--- src/rtl/mc_ctrl.sv ---
// Multi-cycle MIPS main controller: latches the fetched word into IR and walks
// each instruction through a Moore FSM that drives PC, RF, ALU, EXT and DM controls.
module mc_ctrl (
    input  logic        Clk,
    input  logic        Rst,
    input  logic [31:0] Instr,
    input  logic        Zero,
    output logic [31:0] IR,
    output logic        PCWr,
    output logic [1:0]  NPCOp,
    output logic        IRWr,
    output logic        RFWr,
    output logic [1:0]  RegDst,
    output logic [1:0]  WDSel,
    output logic        ALUSrc,
    output logic [1:0]  ExtOp,
    output logic [1:0]  ALUOp,
    output logic        DMWr,
    output logic        Done,
    output logic        Illegal
);

    typedef enum logic [3:0] {
        FETCH  = 4'd0,
        DECODE = 4'd1,
        EXE_R  = 4'd2,
        WB_R   = 4'd3,
        EXE_I  = 4'd4,
        WB_I   = 4'd5,
        MEMADR = 4'd6,
        MEMRD  = 4'd7,
        MEMWB  = 4'd8,
        MEMWR  = 4'd9,
        BRANCH = 4'd10,
        JUMP   = 4'd11,
        JAL    = 4'd12,
        JR     = 4'd13
    } state_t;

    state_t state;

    logic [5:0] opcode;
    logic [5:0] funct;
    logic isAddu, isSubu, isJr, isOri, isLui, isLw, isSw, isBeq, isJ, isJal;

    // Decoding always looks at the latched IR so it stays stable across the instruction.
    assign opcode = IR[31:26];
    assign funct  = IR[5:0];
    assign isAddu = (opcode == 6'b000000) && (funct == 6'b100001);
    assign isSubu = (opcode == 6'b000000) && (funct == 6'b100011);
    assign isJr   = (opcode == 6'b000000) && (funct == 6'b001000);
    assign isOri  = (opcode == 6'b001101);
    assign isLui  = (opcode == 6'b001111);
    assign isLw   = (opcode == 6'b100011);
    assign isSw   = (opcode == 6'b101011);
    assign isBeq  = (opcode == 6'b000100);
    assign isJ    = (opcode == 6'b000010);
    assign isJal  = (opcode == 6'b000011);

    always_ff @(posedge Clk) begin
        if (Rst) begin
            state <= FETCH;
            IR    <= '0;
        end else begin
            case (state)
                FETCH: begin
                    IR    <= Instr;
                    state <= DECODE;
                end
                DECODE: begin
                    if (isAddu || isSubu)
                        state <= EXE_R;
                    else if (isOri || isLui)
                        state <= EXE_I;
                    else if (isLw || isSw)
                        state <= MEMADR;
                    else if (isBeq)
                        state <= BRANCH;
                    else if (isJ)
                        state <= JUMP;
                    else if (isJal)
                        state <= JAL;
                    else if (isJr)
                        state <= JR;
                    else
                        state <= FETCH;
                end
                EXE_R:  state <= WB_R;
                EXE_I:  state <= WB_I;
                MEMADR: state <= isLw ? MEMRD : MEMWR;
                MEMRD:  state <= MEMWB;
                // Final states, and any corrupted encoding, return to FETCH.
                default: state <= FETCH;
            endcase
        end
    end

    always_comb begin
        PCWr    = 1'b0;
        NPCOp   = 2'b00;
        IRWr    = 1'b0;
        RFWr    = 1'b0;
        RegDst  = 2'b00;
        WDSel   = 2'b00;
        ALUSrc  = 1'b0;
        ExtOp   = 2'b00;
        ALUOp   = 2'b00;
        DMWr    = 1'b0;
        Done    = 1'b0;
        Illegal = 1'b0;
        case (state)
            FETCH: begin
                IRWr = 1'b1;
                PCWr = 1'b1;
            end
            DECODE: begin
                Illegal = !(isAddu || isSubu || isJr || isOri || isLui ||
                            isLw || isSw || isBeq || isJ || isJal);
            end
            EXE_R: begin
                ALUOp = isSubu ? 2'b01 : 2'b00;
            end
            WB_R: begin
                ALUOp  = isSubu ? 2'b01 : 2'b00;
                RFWr   = 1'b1;
                RegDst = 2'b01;
                Done   = 1'b1;
            end
            EXE_I: begin
                ALUSrc = 1'b1;
                ALUOp  = 2'b10;
                ExtOp  = isLui ? 2'b10 : 2'b00;
            end
            WB_I: begin
                ALUSrc = 1'b1;
                ALUOp  = 2'b10;
                ExtOp  = isLui ? 2'b10 : 2'b00;
                RFWr   = 1'b1;
                Done   = 1'b1;
            end
            MEMADR, MEMRD: begin
                ALUSrc = 1'b1;
                ExtOp  = 2'b01;
            end
            MEMWB: begin
                ALUSrc = 1'b1;
                ExtOp  = 2'b01;
                RFWr   = 1'b1;
                WDSel  = 2'b01;
                Done   = 1'b1;
            end
            MEMWR: begin
                ALUSrc = 1'b1;
                ExtOp  = 2'b01;
                DMWr   = 1'b1;
                Done   = 1'b1;
            end
            BRANCH: begin
                ALUOp = 2'b01;
                NPCOp = 2'b01;
                PCWr  = Zero;
                Done  = 1'b1;
            end
            JUMP: begin
                PCWr  = 1'b1;
                NPCOp = 2'b10;
                Done  = 1'b1;
            end
            // Link value is the PC already advanced in FETCH, written alongside the jump.
            JAL: begin
                PCWr   = 1'b1;
                NPCOp  = 2'b10;
                RFWr   = 1'b1;
                RegDst = 2'b10;
                WDSel  = 2'b10;
                Done   = 1'b1;
            end
            JR: begin
                PCWr  = 1'b1;
                NPCOp = 2'b11;
                Done  = 1'b1;
            end
            default: begin
                PCWr = 1'b0;
            end
        endcase
        // Reset suppresses every architectural write in the same cycle.
        if (Rst) begin
            PCWr = 1'b0;
            IRWr = 1'b0;
            RFWr = 1'b0;
            DMWr = 1'b0;
        end
    end

endmodule
--- config.mk ---
export PLATFORM = sky130hd
export DESIGN_NAME = mc_ctrl
export DESIGN_NICKNAME = d
export VERILOG_FILES = /design/src/rtl/mc_ctrl.sv
export SDC_FILE = /design/constraint.sdc
export NUM_CORES = 1
export LEC_CHECK = 0
export BUFFER_PORTS_ARGS = -buffer_cell sky130_fd_sc_hd__buf_2
export CAP_MARGIN = 20
export CORE_ASPECT_RATIO = 1.4
export CORE_MARGIN = 2
export CORE_UTILIZATION = 30
export CTS_CLUSTER_DIAMETER = 100
export DETAILED_ROUTE_END_ITERATION = 8
export SKIP_LAST_GASP = 1
export SLEW_MARGIN = 20
export SYNTH_ARGS = -nofsm -noshare
export SYNTH_HDL_FRONTEND = slang
export SYNTH_SLANG_ARGS = --single-unit
--- constraint.sdc ---
create_clock -name Clk -period 4.73 [get_ports Clk]
set_input_delay 0 -clock Clk [delete_from_list [all_inputs] [get_ports Clk]]
set_output_delay 0 -clock Clk [all_outputs]
set_load 0.1 [all_outputs]
Word-level counts from Yosys, hierarchy flattened
Cells that the tools add are included.
- equal/unequal tests: 23
- multiplexer cells: 27
- reduce and logical (&&, ||, !) cells: 25
- operators with widths (cell ; number):
    two-way mux 4 bit ; 8
    equality test 4 bit (second input constant) ; 6
    equality test 6 bit (second input constant) ; 4
    one-hot mux 4 bit (6 select lines) ; 1
    equality test 6 x 4 -> 1 bit (second input constant) ; 3
    equality test 4 x 3 -> 1 bit (second input constant) ; 4
    equality test 6 x 2 -> 1 bit (second input constant) ; 2
    one-hot mux 2 bit (2 select lines) ; 3
    one-hot mux 2 bit (3 select lines) ; 2
    OR reduction 4 bit ; 3
    logical OR 1 bit ; 11
    two-way mux 1 bit ; 11
    equality test 4 x 2 -> 1 bit (second input constant) ; 2
    OR reduction 8 bit ; 1
    equality test 6 x 3 -> 1 bit (second input constant) ; 1
    zero test 6 bit ; 1
    OR reduction 2 bit ; 3
    OR reduction 6 bit ; 1
    equality test 4 x 1 -> 1 bit (second input constant) ; 1
    zero test 4 bit ; 1
    logical AND 1 bit ; 3
    two-way mux 2 bit ; 1
    one-hot mux 1 bit (2 select lines) ; 1
    zero test 1 bit ; 1
- bits in registers: 36
- bits of input ports: 35
- logic and storage cells: 77

Depth between registers and ports, before layout
- depth after elaboration: 13
- mapped depth: 6
- gate-level depth less buffers: 4

Worst setup path before layout
OpenSTA, ideal clock, no wires.
- path type: reg2out
- from: reg state[0]
- to: out RFWr
- data arrival time: 3762 ps
- slack: 968 ps
- cell stages (with the launch flop): 6
- buffers on the path: 2
- cell sequence: dfxtp_1 > clkbuf_1 > clkbuf_1 > nand2_1 > nor3_1 > o21ba_2
- longest elaborated chain between the ends: 4
- elaborated cells between the ends (all ways): 7
- those cells by class: 4 x eq/ne; 2 x mux; 1 x reduce/logical
- ends and longest elaborated chain (element ; line ; RTL):
    from (decl) ; 40 ; state_t state;
    from (signal assigned) ; 90 ; MEMADR: state <= isLw ? MEMRD : MEMWR;
    equality test 4 bit (tied with other cells) ; 111 ; case (state)
    OR reduction 4 bit (no line) * ; n/a ;
    two-way mux 1 bit * ; 111 ;
    two-way mux 1 bit * ; 188 ; if (Rst) begin
    to (decl) ; 12 ; output logic RFWr,
Mark *: on every way between the ends. The rest lies on a longest branch, timed or not.

Final worst setup path
- from: reg IR[26]
- to: out ALUOp[0]
- longest elaborated chain between the ends: 4
- ends and longest elaborated chain (element ; line ; RTL):
    from (decl) ; 8 ; output logic [31:0] IR,
    from (signal assigned) ; 67 ; IR <= Instr;
    zero test 6 bit ; 50 ; assign isSubu = (opcode == 6'b000000) && (funct == 6'b100011);
    logical AND 1 bit ; 50 ;
    two-way mux 1 bit ; 121, 124 ;
    one-hot mux 2 bit (3 select lines) ; 111 ;
    to (decl) ; 17 ; output logic [1:0] ALUOp,
Every way passes these cells.

==> results.sh <==
export IMPL_status="complete, no violations"
export IMPL_synth_fp_nets=273
export IMPL_worstPathCellList="or4_1 -> nor3_1 -> nand3_1 -> a21oi_1 -> buf_2"
export IMPL_clk_pin_slew_worst_paths_ps=80
export IMPL_cpPeakStageDelay_ps=610
export IMPL_num_vias=1958
export IMPL_ctsHoldBuffers=32
export IMPL_core_area_um2=5570
export IMPL_period_minus_slack_ps=2250
export IMPL_hold_viol=0
export IMPL_cts_repair_resized=0
export IMPL_dpl_hpwl_um=3240
export IMPL_synthDistinctLibCells=41
export IMPL_first_iter_violations=69
export IMPL_final_setup_viol_count=0
export IMPL_worst_slew_pin_slew_ps=777
export IMPL_reg2reg_from="state[1]"
export IMPL_grt_start_max_net_pins=38
export IMPL_avgSynthCellArea_um2=7.32
export IMPL_slowest_stage="or4_1"
export IMPL_synth_seq_cells=36
export IMPL_rsz0062_at_grt="false"
export IMPL_synth_edf_count=0
export IMPL_cts_max_level=2
export IMPL_grt_pass1_wl_um=8140
export IMPL_viasPerCell=4.76
export IMPL_portBuffers=83
export IMPL_dpl_cell_area_um2=2180
export IMPL_area_delta_synth_final_pct=48.7
export IMPL_fin_setup_tns_ps=0
export IMPL_final_cell_area_um2=2590
export IMPL_cap_violations=0
export IMPL_cp_arrival_ps=2250
export IMPL_syn_area_um2=1740
export IMPL_fin_crit_sh_pct=47.5
export IMPL_crit_buf_inv=1
export IMPL_synth_ff_type="dfxtp_1"
export IMPL_critPathLaunchType="register"
export IMPL_synth_top_area_share_pct=41.3
export IMPL_required_ps=4730
export IMPL_drive_above_1_share_pct=28.9
export IMPL_end_kind="output port"
export IMPL_die_w_um=68.4
export IMPL_crit_type="register to output port"
export IMPL_row_count=32
export IMPL_vdd_drop_max_mv=0.257
export IMPL_grt_overflow=0
export IMPL_io_pins=84
export IMPL_routedWlPerCell_um=12.2
export IMPL_clockBufferDepth=2
export IMPL_cts_root_buf="clkbuf_8"
export IMPL_final_max_slew_viol_count=0
export IMPL_die_area_um2=6440
export IMPL_hp_start="Rst"
export IMPL_crit_start="IR[26]"
export IMPL_drc=0
export IMPL_p_leak_nw=1.18
export IMPL_hold_path_class="primary input to register"
export IMPL_place_congestion=0.778
export IMPL_antenna_found_initial=0
export IMPL_slew_limit_headroom_pct=48.2
export IMPL_powerDensity_nw_per_um2=453
export IMPL_synth_largest_area_cell="dfxtp_1"
export IMPL_grt_pass1_vias=1852
export IMPL_antenna_cells=0
export IMPL_synthCells=238
export IMPL_drt_total_wl_um=5030
export IMPL_synth_async_sr_flop_share_pct=0
export IMPL_cts_tree="done"
export IMPL_post_cts_buffers=0
export IMPL_ys_warn_count=0
export IMPL_initial_utilization_pct=31.3
export IMPL_firstDrtPassIters=4
export IMPL_fin_nets=377
export IMPL_yosys_top_cells_area="dfxtp_1 (41%), nand2_1 (16%), a21oi_1 (10%), clkbuf_1 (3.7%), nor2_1 (2.6%)"
export IMPL_fmax_mhz=445
export IMPL_crit_family="simple AND/OR/NAND/NOR gates"
export IMPL_drtAntennaViolNets=0
export IMPL_clkSinkCount=36
export IMPL_worst_clock_skew_ps=8.05
export IMPL_yosysSeqAreaShare_pct=41.3
export IMPL_numCtsBuffers=5
export IMPL_grt_total_usage_pct=16.2
export IMPL_clkLatencyLatePin_ps=290
export IMPL_worst_path_max_fanout=8
export IMPL_die_height_um=94.2
[cells by family (layout without fill, tap and decap cells)]
group / Yosys count / count (layout) / share of synthesized area, %
muxes: 1 / 1 / 0.646
buffers and inverters: 23 / 128 / 5.46
and+or+nand+nor: 117 / 117 / 30.6
DFF: 36 / 36 / 41.3
xor gates and xnor gates: 2 / 2 / 1.01
AOI/OAI and AO/OA: 59 / 59 / 21.0
[worst reg2reg max path, stage by stage, from the launching register on]
cell and delay, ps:
dfxtp_1 830, xor2_1 150, a211oi_1 550, inv_1 170, o31ai_1 260
[registers in the layout, indices dropped and copies added, names as in the netlist]
register  cells
state         4
IR           32
[cell usage in the layout, fill, tap and decap left out, drive strengths merged, types with 2 or more instances in the layout]
master       instances
a21oi               35
a22oi                2
buf                 84
clkbuf               6
dfxtp               36
dlygate4sd3         32
inv                  4
nand2               74
nand2b               4
nand3                2
nand3b               3
nand4                2
nor2                12
nor2b                3
nor3                 7
nor4                 2
o21ai                8
o31ai                2
or3                  2
or4                  2
[per-layer routing]
layer  part of all wire, %  track usage, %
met2                    49            28.0
met1                    43            18.5
met3                   6.6            4.44
met4                   1.1            5.33
met5                     0               0
[path summary, 6_finish.rpt]
check | to | slack [ps] | cells after the start
max | ALUOp[0] | 2480 | 5
min | IR[28] | 260 | 2
max reg2reg | state[1] | 2690 | 4
min reg2reg | IR[8] | 450 | 2
[cell usage after synthesis (2+ instances only)]
cell type and instances:
a21oi_1 35, a22oi_1 2, clkbuf_1 17, dfxtp_1 36, inv_1 4, nand2_1 74, nand2b_1 4, nand3_1 2
nand3b_1 3, nand4_1 2, nor2_1 12, nor2b_1 3, nor3_1 7, o21ai_0 8, o31ai_1 2, or3_1 2
[where the power goes]
| group | internal (mW) | leakage [nW] | total, mW | switching, mW |
|---|---|---|---|---|
| logic | 0.120 | 0.842 | 0.566 | 0.446 |
| registers | 0.342 | 0.297 | 0.386 | 0.0446 |
| clock network | 0.105 | 0.0414 | 0.221 | 0.116 |
[area by class of cell]
cell class	count	area, um2
multi-input combinational	179	938
clock buffer	6	72.6
fill	553	2970
timing repair buffer	116	743
sequential	36	721
inverter	4	15.0
clock inverter	2	16.3
tap	68	85.1
[metrics by stage]
stage / power [mW] / worst slack (ps) / instances / hold WS, ps / utilization, %
2_1_floorplan: 0.849 / 968 / 238 / 136 / -
3_3_place_gp: 0.940 / 2590 / 371 / 243 / 39.2
3_5_place_dp: 0.943 / 2530 / 371 / 246 / 39.2
4_1_cts: 1.19 / 2230 / 411 / 260 / 46.5
5_1_grt: 1.24 / 2290 / 411 / 290 / 46.6
6_report: 1.17 / 2480 / 411 / 257 / 46.6
Note: power is estimated with default switching activity, not from simulation.
